### src/rtl/detect_event_counter.sv
// detect_event_counter
//   Counts single-cycle detection pulses over windows of WINDOW cycles, or over
//   shorter windows ended by dropping en. Each window result is offered to a
//   consumer through a one-entry valid/ready output register. Counts saturate,
//   and a result that finds the output register occupied is dropped and flagged.
//
// Ports
//   clk           : clock, rising edge
//   reset         : asynchronous active-high reset
//   en            : counting enable, sampled every cycle
//   detect_in     : detection pulse
//   count_valid   : output register holds a window result
//   count_ready   : consumer accepts (transfer when count_valid && count_ready)
//   count_data    : detection count of the window
//   count_sat     : window count saturated
//   count_partial : window was closed early by en=0
//   dropped       : sticky, at least one window result was discarded
module detect_event_counter #(
    parameter int unsigned WINDOW = 16,
    parameter int unsigned CNT_W  = 8
) (
    input  logic             clk,
    input  logic             reset,
    input  logic             en,
    input  logic             detect_in,
    output logic             count_valid,
    input  logic             count_ready,
    output logic [CNT_W-1:0] count_data,
    output logic             count_sat,
    output logic             count_partial,
    output logic             dropped
);

    localparam int unsigned     TW       = (WINDOW > 1) ? $clog2(WINDOW) : 1;
    localparam logic [TW-1:0]   LAST     = TW'(WINDOW - 1);
    localparam logic [CNT_W-1:0] CNT_MAX = '1;

    typedef enum logic {StIdle, StCount} state_e;

    state_e            state_q, state_d;
    logic [TW-1:0]     timer_q, timer_d;
    logic [CNT_W-1:0]  acc_q, acc_d;
    logic              sat_q, sat_d;

    logic [CNT_W-1:0]  acc_next;
    logic              sat_next;
    logic              close;
    logic [CNT_W-1:0]  res_data;
    logic              res_sat;
    logic              res_partial;
    logic              load;

    // Accumulator value including this cycle's pulse; holds at max and flags.
    always_comb begin
        acc_next = acc_q;
        sat_next = sat_q;
        if (detect_in) begin
            if (acc_q == CNT_MAX) begin
                sat_next = 1'b1;
            end else begin
                acc_next = acc_q + CNT_W'(1);
            end
        end
    end

    always_comb begin
        state_d     = state_q;
        timer_d     = timer_q;
        acc_d       = acc_q;
        sat_d       = sat_q;
        close       = 1'b0;
        res_data    = acc_q;
        res_sat     = sat_q;
        res_partial = 1'b0;
        case (state_q)
            StIdle: begin
                timer_d = '0;
                acc_d   = '0;
                sat_d   = 1'b0;
                if (en) begin
                    state_d = StCount;
                end
            end
            StCount: begin
                if (!en) begin
                    // Early close: this cycle's pulse is not counted.
                    close       = 1'b1;
                    res_partial = 1'b1;
                    state_d     = StIdle;
                    timer_d     = '0;
                    acc_d       = '0;
                    sat_d       = 1'b0;
                end else if (timer_q == LAST) begin
                    // Normal close: next window starts with no gap.
                    close    = 1'b1;
                    res_data = acc_next;
                    res_sat  = sat_next;
                    timer_d  = '0;
                    acc_d    = '0;
                    sat_d    = 1'b0;
                end else begin
                    timer_d = timer_q + TW'(1);
                    acc_d   = acc_next;
                    sat_d   = sat_next;
                end
            end
            default: state_d = StIdle;
        endcase
    end

    // A close loads if the register is free or being drained this cycle.
    assign load = close && (!count_valid || count_ready);

    always_ff @(posedge clk or posedge reset) begin
        if (reset) begin
            state_q <= StIdle;
            timer_q <= '0;
            acc_q   <= '0;
            sat_q   <= 1'b0;
        end else begin
            state_q <= state_d;
            timer_q <= timer_d;
            acc_q   <= acc_d;
            sat_q   <= sat_d;
        end
    end

    always_ff @(posedge clk or posedge reset) begin
        if (reset) begin
            count_valid   <= 1'b0;
            count_data    <= '0;
            count_sat     <= 1'b0;
            count_partial <= 1'b0;
            dropped       <= 1'b0;
        end else begin
            if (load) begin
                count_valid   <= 1'b1;
                count_data    <= res_data;
                count_sat     <= res_sat;
                count_partial <= res_partial;
            end else if (count_valid && count_ready) begin
                count_valid <= 1'b0;
            end
            if (close && !load) begin
                dropped <= 1'b1;
            end
        end
    end

endmodule

### config.mk
export PLATFORM = sky130hd
export DESIGN_NAME = detect_event_counter
export DESIGN_NICKNAME = d
export VERILOG_FILES = /design/src/rtl/detect_event_counter.sv
export SDC_FILE = /design/constraint.sdc
export NUM_CORES = 1
export LEC_CHECK = 0
export ABC_AREA = 1
export BUFFER_PORTS_ARGS = -buffer_cell sky130_fd_sc_hd__buf_2
export CAP_MARGIN = 15
export CORE_UTILIZATION = 56
export CTS_BUF_LIST = sky130_fd_sc_hd__clkbuf_4 sky130_fd_sc_hd__clkbuf_8 sky130_fd_sc_hd__clkbuf_16
export DETAILED_ROUTE_END_ITERATION = 10
export GPL_TIMING_DRIVEN = 0
export PLACE_DENSITY_LB_ADDON = 0.15
export SETUP_SLACK_MARGIN = 0.4
export SYNTH_ARGS = -nofsm -noshare
export SYNTH_HDL_FRONTEND = slang
export SYNTH_SLANG_ARGS = --single-unit
### constraint.sdc
create_clock -name clk -period 2 [get_ports clk]
set_input_delay 0.3 -clock clk [delete_from_list [all_inputs] [get_ports clk]]
set_output_delay 0.3 -clock clk [all_outputs]
set_load 0.02 [all_outputs]
### Yosys cells after proc, flatten, opt, wreduce, memory -nomap -nowiden

Cells that the tools add are included.

| word-level totals | value |
|---|---|
| input port bits | 5 |
| logic and storage cells | 48 |
| register bits after elaboration | 26 |

| cells by class | value |
|---|---|
| bitwise gates (word level) | 1 |
| reductions and logical operators | 7 |
| add/sub/neg operators | 2 |
| equality and inequality tests | 2 |
| muxes and demuxes | 27 |

Operators by type and width:

| kind | count |
|---|---|
| $mux 8 | 7 |
| $pmux 8 s2 | 1 |
| $mux 1 | 15 |
| $add 8x1->8 const B | 1 |
| $eq 8x8->1 const B | 1 |
| $mux 4 | 2 |
| $pmux 4 s2 | 1 |
| $add 4x1->4 const B | 1 |
| $eq 4x4->1 const B | 1 |
| $logic_and 1x1->1 | 3 |
| $logic_not 1->1 | 2 |
| $pmux 1 s2 | 1 |
| $reduce_bool 2->1 | 1 |
| $logic_or 1x1->1 | 1 |
| $not 1->1 | 1 |

### Longest topological paths before layout

Gate-level depths: netlist of the first run.

| logic depth | value |
|---|---|
| depth after elaboration | 7 |
| gate-level depth with buffers | 10 |

### Worst setup path before layout of the first run

Ideal clock, no wire load.

| timing path | value |
|---|---|
| kind | reg-to-reg |
| start | reg acc_q[0] |
| end | reg acc_q[2] |
| arrival time | 1,271 ps |
| buffers on the path | 0 |
| clock period less this slack | 1,400 ps |
| setup slack | 600 ps |
| stages on the path, launching flop included | 9 |
| data required time | 1,872 ps |
| cell sequence | dfrtp_1 -> ha_1 -> nand3_1 -> inv_1 -> nand2_2 -> nand2_2 -> nor2_1 -> xor2_1 -> nor2_1 |

| between the ends | value |
|---|---|
| word-level cells in the longest chain between the ends | 6 |
| elaborated cells between the ends (all ways) | 7 |
| classes of those cells | 1 x add/sub; 1 x eq/ne; 5 x mux |

Ends and longest elaborated chain:

| item | line | text |
|---|---|---|
| start, declared | 42 | `logic [CNT_W-1:0] acc_q, acc_d;` |
| start signal, assigned | 118 | `acc_q <= '0;` |
| start signal, assigned | 123 | `acc_q <= acc_d;` |
| $add 8x1->8 / $eq 8x8->1 (equally long branches) | 61, 58 |  |
| $mux 8 * | 58 | `if (acc_q == CNT_MAX) begin` |
| $mux 8 * | 57 | `if (detect_in) begin` |
| $mux 8 * | 93 | `end else if (timer_q == LAST) begin` |
| $mux 8 * | 85 | `if (!en) begin` |
| $pmux 8 s2 * | 75 | `case (state_q)` |
| net acc_d[2] | 42 |  |

Mark *: on every way through the listed nets, which the timed path passes. The rest lies on a longest branch.
A chain may end at the register's enable or synchronous reset.

### Worst setup path in the final report of the first run

| timing path | value |
|---|---|
| start | reg timer_q[0] |
| end | reg count_data[6] |

| between the ends | value |
|---|---|
| word-level cells in the longest chain between the ends | 5 |
| elaborated cells between the ends (all ways) | 8 |
| classes of those cells | 1 x eq/ne; 6 x mux; 1 x reduce/logical |

Ends and longest elaborated chain:

| item | line | text |
|---|---|---|
| start, declared | 41 | `logic [TW-1:0] timer_q, timer_d;` |
| start signal, assigned | 122 | `timer_q <= timer_d;` |
| $eq 4x4->1 * | 93 |  |
| $mux 1 | 93 |  |
| $mux 1 | 85 |  |
| $mux 1 | 75 |  |
| $logic_and 1x1->1 | 112 | `assign load = close && (!count_valid \|\| count_ready);` |
| end signal, assigned | 138 | `count_data <= res_data;` |
| end, declared | 28 | `output logic [CNT_W-1:0] count_data,` |

Mark *: on every way between the ends. The rest lies on a longest branch, timed or not.

==> results.py, run 1 <==
metrics = {
    "status": {
        "status": "complete, no violations",
    },
    "sta": {
        "period_share_pct": 76.2,
        "tns_ps": 0,
        "finalHoldViolations": 0,
        "worst_slew_pin_slew_ps": 393,
        "maxSlewViolCount": 0,
        "worst_hold_slack_ps": 138,
        "skew_ps": 3.76,
        "rsz0062_at_grt": "yes",
        "min_period_ps": 1520,
        "final-setup-viol-count": 0,
        "slew_headroom_pct": 73.7,
        "max_freq_mhz": 656,
    },
    "drt": {
        "routedWlPerCell_um": 13.4,
        "first_pass_iters": 4,
        "vias_per_cell": 5.27,
        "postRouteAntennaNets": 0,
        "dr_total_vias": 1192,
        "drt_iter0_markers": 29,
        "routed_wl_um": 3020,
        "remaining_drc_errors": 0,
    },
    "min_path": {
        "hold_depth": 1,
        "min_from": "en",
        "worstHoldEndpoint": "state_q$_DFF_PP0_",
        "worstHoldPathType": "in2reg",
    },
    "cells_and_area": {
        "reg_top3": "acc_q x8, count_data x8, timer_q x4",
        "final_common_cell": "nand2_1",
        "antenna_cells": 0,
        "fin_nets": 206,
        "stdcell_area_um2": 1610,
        "drive_above_1_share_pct": 20.7,
        "fillers": 187,
        "area_delta_synth_final_pct": 18.7,
        "final_cell_mix": "nand2_1, inv_1, dfrtp_1, nor2_1, buf_2",
    },
    "power_and_ir_drop": {
        "combPwrFrac_pct": 16.0,
        "powerDensity_nw_per_um2": 621,
        "clkPwrFrac_pct": 27.1,
        "seq_power_share_pct": 56.9,
        "internal-power_uw": 725,
        "p_leak_uw": 0.000868,
        "p_total_uw": 1000,
        "p_sw_uw": 277,
        "peakVddDrop_mv": 0.505,
        "switching_share_pct": 27.6,
    },
    "synth": {
        "synth_area_um2": 1360,
        "synth_xor_area_share_pct": 1.29,
        "avgSynthCellArea_um2": 7.95,
        "muxShareOfSynthArea_pct": 0,
        "synth_cell_types": 26,
        "syn_inst": 171,
        "yosys_warnings": 0,
        "synth-adder-area-share_pct": 1.84,
        "ys_ff_latch": 26,
        "synth_compound_area_share_pct": 11.0,
        "yosysSeqAreaShare_pct": 47.9,
        "syn_nets": 178,
        "synth-simple-area-share_pct": 29.0,
        "synth_top_family_by_area": "simple AND/OR/NAND/NOR gates",
    },
    "critical_path": {
        "critPathLaunchType": "flop",
        "r2r_end": "count_data[6]$_DFFE_PP0P_",
        "cp.arrival_ps": 1800,
        "ff2ff_path_depth": 8,
        "critPathMaxFanout": 10,
        "r2r_slack_ps": 480,
        "cp_data_required_time_ps": 2270,
        "cp-end-kind": "flop",
        "r2r_start": "timer_q[0]$_DFF_PP0_",
        "critPathKind": "reg2reg",
    },
    "grt": {
        "antenna_found_initial": 0,
        "grt_max_degree": 27,
        "grt_remaining_overflow": 0,
        "grt_pass1_wl_um": 4840,
        "grtUsageTotal_pct": 25.2,
        "grt_pass1_vias": 1115,
    },
    "clock_tree": {
        "clock_latency_ps": 320,
        "clk_pin_slew_ps": 140,
        "clk_path_buf_depth": 2,
        "clockRootBuffer": "clkbuf_4",
        "cts_made_buffers": 3,
        "htreeDepth": 1,
        "cts_tree": "yes",
        "cts.sinks": 26,
    },
    "die": {
        "start_util_pct": 60.3,
        "rows": 17,
        "fp.dieW_um": 51.3,
        "die_h_um": 51.3,
        "io_pins": 17,
        "dieArea_um2": 2630,
        "core_um2": 2250,
    },
    "flow_run": {
        "drv_cap": 0,
    },
    "place": {
        "gp_congestion": 0.842,
        "dp_hpwl_um": 2000,
        "numPortBuffers": 15,
        "dpl-instance-area_um2": 1470,
    },
}
## power groups by stage
stage          registers (uW)  clock network, uW  logic, uW
6_report                  570                271        161
5_1_grt                   574                289        180
4_1_cts                   570                274        148
3_5_place_dp              580                  0        145
3_3_place_gp              578                  0        142
2_1_floorplan             608                  0       71.3
## synthesized netlist by cell type
cell	number	share of area, %
buf_6	1	0.83
ha_1	2	1.8
o211ai_1	1	0.55
xor2_1	2	1.3
a21o_1	1	0.55
nand4_1	1	0.46
nor2_1	19	5.2
inv_1	27	7.5
nor2_4	1	0.83
a21boi_4	1	1.4
nand3_1	14	5.2
dfrtp_1	26	48
nand2_4	1	0.83
o21ai_1	2	0.74
a21oi_1	6	2.2
and2_1	1	0.46
nand2_1	48	13
a21oi_2	3	1.9
a21boi_0	1	0.55
inv_2	1	0.28
buf_2	1	0.37
a21boi_1	3	1.7
nand3b_1	1	0.55
nand2_2	2	0.92
nand3_4	1	1.3
o21ai_0	4	1.5
## worst max-delay path by stage
stage,endpoint,slack [ps],cells past startpoint,startpoint
2_1_floorplan,acc_q[2]$_DFF_PP0_,600,8,acc_q[0]$_DFF_PP0_
3_3_place_gp,acc_q[2]$_DFF_PP0_,450,8,acc_q[0]$_DFF_PP0_
3_5_place_dp,count_data[6]$_DFFE_PP0P_,420,6,timer_q[0]$_DFF_PP0_
4_1_cts,count_data[6]$_DFFE_PP0P_,400,6,timer_q[0]$_DFF_PP0_
5_1_grt,count_data[6]$_DFFE_PP0P_,330,8,acc_q[1]$_DFF_PP0_
6_report,count_data[6]$_DFFE_PP0P_,480,8,timer_q[0]$_DFF_PP0_
## critical path: stages (launching register included)
cell and delay (ps):
dfrtp_1 450, ha_4 180, nand3_4 110, a21boi_4 190, nand2_4 120, buf_6 170
a21oi_2 90, o21ai_1 80, nand2_1 80
## layer usage
metal	GRT usage, %	part of all wire (%)	vias to the layer above
li1	-	-	585
met1	31.8	47	573
met2	44.3	49	28
met3	3.57	3.4	6
met4	7.66	1.1	0
met5	0	0	-
## final cells by class
type / count / area (um2) / area share [%]
plain buffers: 2 / 16.3 / 1.01
inverters: 28 / 105 / 6.52
repair buffers: 23 / 158 / 9.77
well taps: 28 / 35.0 / 2.17
clock buffers: 4 / 36.3 / 2.25
flip-flops and latches: 26 / 651 / 40.3
multi-input cells: 115 / 612 / 37.9
## per-stage QoR
step                      utilization [%]  setup WS, ps  cells
after CTS                            67.1           404    219
after global routing                 71.5           332    226
after floorplan                         -           600    171
after global placement               65.1           453    214
final                                71.5           476    226
after detailed placement             65.1           425    214
## cell families after synthesis
group / count (synthesis)
fa+ha+maj: 2
compound gates: 22
buf+inv: 30
flops: 26
simple gates: 89
xor+xnor: 2
## repair_timing
item                                    4_1_cts  5_1_grt
pin swaps                                     0        1
hold endpoints to repair                      0        2
gates cloned                                  0        0
endpoints found under the setup margin        2       11
resized for setup                             0        5
setup buffers                                 1        5
hold buffers                                  0        1
No activity file was read; power rests on OpenSTA's default activity.
==> inputs of run 2 (changes only) <==
--- a/config.mk
+++ b/config.mk
@@ -8,7 +8,7 @@
 export ABC_AREA = 1
 export BUFFER_PORTS_ARGS = -buffer_cell sky130_fd_sc_hd__buf_2
 export CAP_MARGIN = 15
-export CORE_UTILIZATION = 56
+export CORE_UTILIZATION = 51
 export CTS_BUF_LIST = sky130_fd_sc_hd__clkbuf_4 sky130_fd_sc_hd__clkbuf_8 sky130_fd_sc_hd__clkbuf_16
 export DETAILED_ROUTE_END_ITERATION = 10
 export GPL_TIMING_DRIVEN = 0
==> constraint.sdc (replaced) <==
create_clock -name clk -period 1.35 [get_ports clk]
set_input_delay 0.2025 -clock clk [delete_from_list [all_inputs] [get_ports clk]]
set_output_delay 0.2025 -clock clk [all_outputs]
set_load 0.02 [all_outputs]
==> run 2 against run 1 <==
The flow now finishes with violations (negative setup slack). Clock skew up 1.6 ps. Critical path depth unchanged. Cell count up 8.0%. Highest routed layer unchanged.
==> results.py, run 2 (synthesis gave the netlist of run 1 again) <==
metrics = {
    "drt": {
        "drt_iter0_markers": 23,
        "routed_wl_um": 3690,
        "postRouteAntennaNets": 0,
        "vias_per_cell": 5.34,
        "first_pass_iters": 4,
        "dr_total_vias": 1304,
        "routedWlPerCell_um": 15.1,
        "remaining_drc_errors": 0,
    },
    "status": {
        "violations": "negative setup slack",
        "status": "finished with violations",
    },
    "critical_path": {
        "critPathKind": "reg2reg",
        "critPathLaunchType": "flop",
        "r2r_start": "timer_q[0]$_DFF_PP0_",
        "cp-end-kind": "flop",
        "crit_start": "timer_q[0]$_DFF_PP0_",
        "cp_data_required_time_ps": 1630,
        "critPathMaxFanout": 10,
        "cp.arrival_ps": 1740,
    },
    "sta": {
        "period_share_pct": 108,
        "min_period_ps": 1460,
        "rsz0062_at_grt": "yes",
        "worst_slew_pin_slew_ps": 582,
        "max_freq_mhz": 684,
        "final-setup-viol-count": 12,
        "skew_ps": 5.37,
        "finalHoldViolations": 0,
        "slew_headroom_pct": 61.1,
        "timing.final.ws_setup_ps": -112,
        "maxSlewViolCount": 0,
    },
    "power_and_ir_drop": {
        "p_total_uw": 1620,
        "powerDensity_nw_per_um2": 803,
        "peakVddDrop_mv": 0.841,
        "p_leak_uw": 0.000992,
    },
    "flow_run": {
        "drv_cap": 0,
    },
    "grt": {
        "grtUsageTotal_pct": 25.3,
        "antenna_found_initial": 0,
        "grt_pass1_vias": 1169,
        "grt_pass1_wl_um": 5150,
        "grt_max_degree": 27,
        "grt_remaining_overflow": 0,
    },
    "cells_and_area": {
        "fin_nets": 222,
        "area_delta_synth_final_pct": 48.3,
        "drive_above_1_share_pct": 43.9,
        "final_cell_mix": "nand2_1, dfrtp_1, inv_1, buf_6, buf_4",
        "finalNonFillerCells": 244,
        "antenna_cells": 0,
        "reg_top3": "acc_q x8, count_data x8, timer_q x4",
        "fillers": 146,
        "final_common_cell": "nand2_1",
    },
    "place": {
        "dp_cells": 216,
        "dp_hpwl_um": 1950,
        "gp_congestion": 0.824,
        "numPortBuffers": 15,
    },
    "die": {
        "dieArea_um2": 2870,
        "io_pins": 17,
        "fp.dieW_um": 53.6,
        "start_util_pct": 54.4,
        "rows": 18,
        "core_um2": 2500,
        "die_h_um": 53.6,
    },
    "clock_tree": {
        "clock_latency_ps": 330,
        "clk_path_buf_depth": 2,
        "htreeDepth": 1,
        "cts_made_buffers": 3,
        "clockRootBuffer": "clkbuf_4",
        "clk_pin_slew_ps": 150,
        "cts_tree": "yes",
        "cts.sinks": 26,
    },
    "min_path": {
        "worstHoldPathType": "in2reg",
        "min_from": "en",
    },
}
-- run 2: cell count changes in the layout (fill, tap and decap cells not counted), sizes merged --
cell	change
inv	-2
clkinv	+1
clkinvlp	+1
buf	+16
-- run 2: final timing paths --
| kind | cells past startpoint | endpoint | slack, ps |
|---|---|---|---|
| worst max-delay path | 8 | count_data[3]$_DFFE_PP0P_ | -110 |
| max in group asynchronous | 3 | acc_q[5]$_DFF_PP0_ | 530 |
| worst max register to register | 8 | count_data[3]$_DFFE_PP0P_ | -110 |
| worst min register to register | 1 | dropped$_DFFE_PP0P_ | 500 |
| worst min-delay path | 1 | state_q$_DFF_PP0_ | 30 |
| min in group asynchronous | 3 | count_partial$_DFFE_PP0P_ | 460 |
-- run 2: stage by stage --
step	setup slack [ps]	TNS [ps]	cell area [um2]	utilization (%)	hold WS, ps
after CTS	-68.6	-529	1780	71.2	22.2
after floorplan	51.9	0	1390	-	234
after global routing	-158	-1480	2010	80.6	17.5
after global placement	-74.8	-567	1510	60.2	387
after detailed placement	-126	-995	1510	60.2	388
final	-112	-689	2010	80.6	34.7
-- run 2: cell type report --
class	count	area (um2)	area share, %
plain buffers	2	20.0	0.994
clock buffers	4	36.3	1.80
inverters	28	124	6.15
multi-input cells	115	781	38.8
flip-flops and latches	26	652	32.4
well taps	30	37.5	1.86
repair buffers	39	364	18.1
-- run 2: routing by layer --
layer	track usage (%)	up-vias	part of all wire, %
met5	0	-	0
met4	12.7	0	3.1
met3	2.54	12	3.1
met2	41.3	31	52
met1	33.4	641	42
li1	-	620	-
-- run 2: worst max-delay path: stages, from the launching register on --
cell,delay [ps]
dfrtp_1,440
ha_4,170
nand3_4,100
a21boi_4,180
nand2_4,90
buf_8,150
a21oi_2,120
nand2_1,90
nand2_1,60
-- run 2: timing repair --
action | in CTS | in global routing
pin swaps | 13 | 14
hold buffers | 0 | 1
resized for setup | 42 | 39
hold endpoints to repair | 0 | 26
buffers inserted | 12 | 11
endpoints found under the setup margin | 35 | 36
-- run 2: where the power goes --
part	switching [uW]	internal [uW]	total [uW]
registers	36.9	820	857
clock network	242	165	407
logic	182	171	354
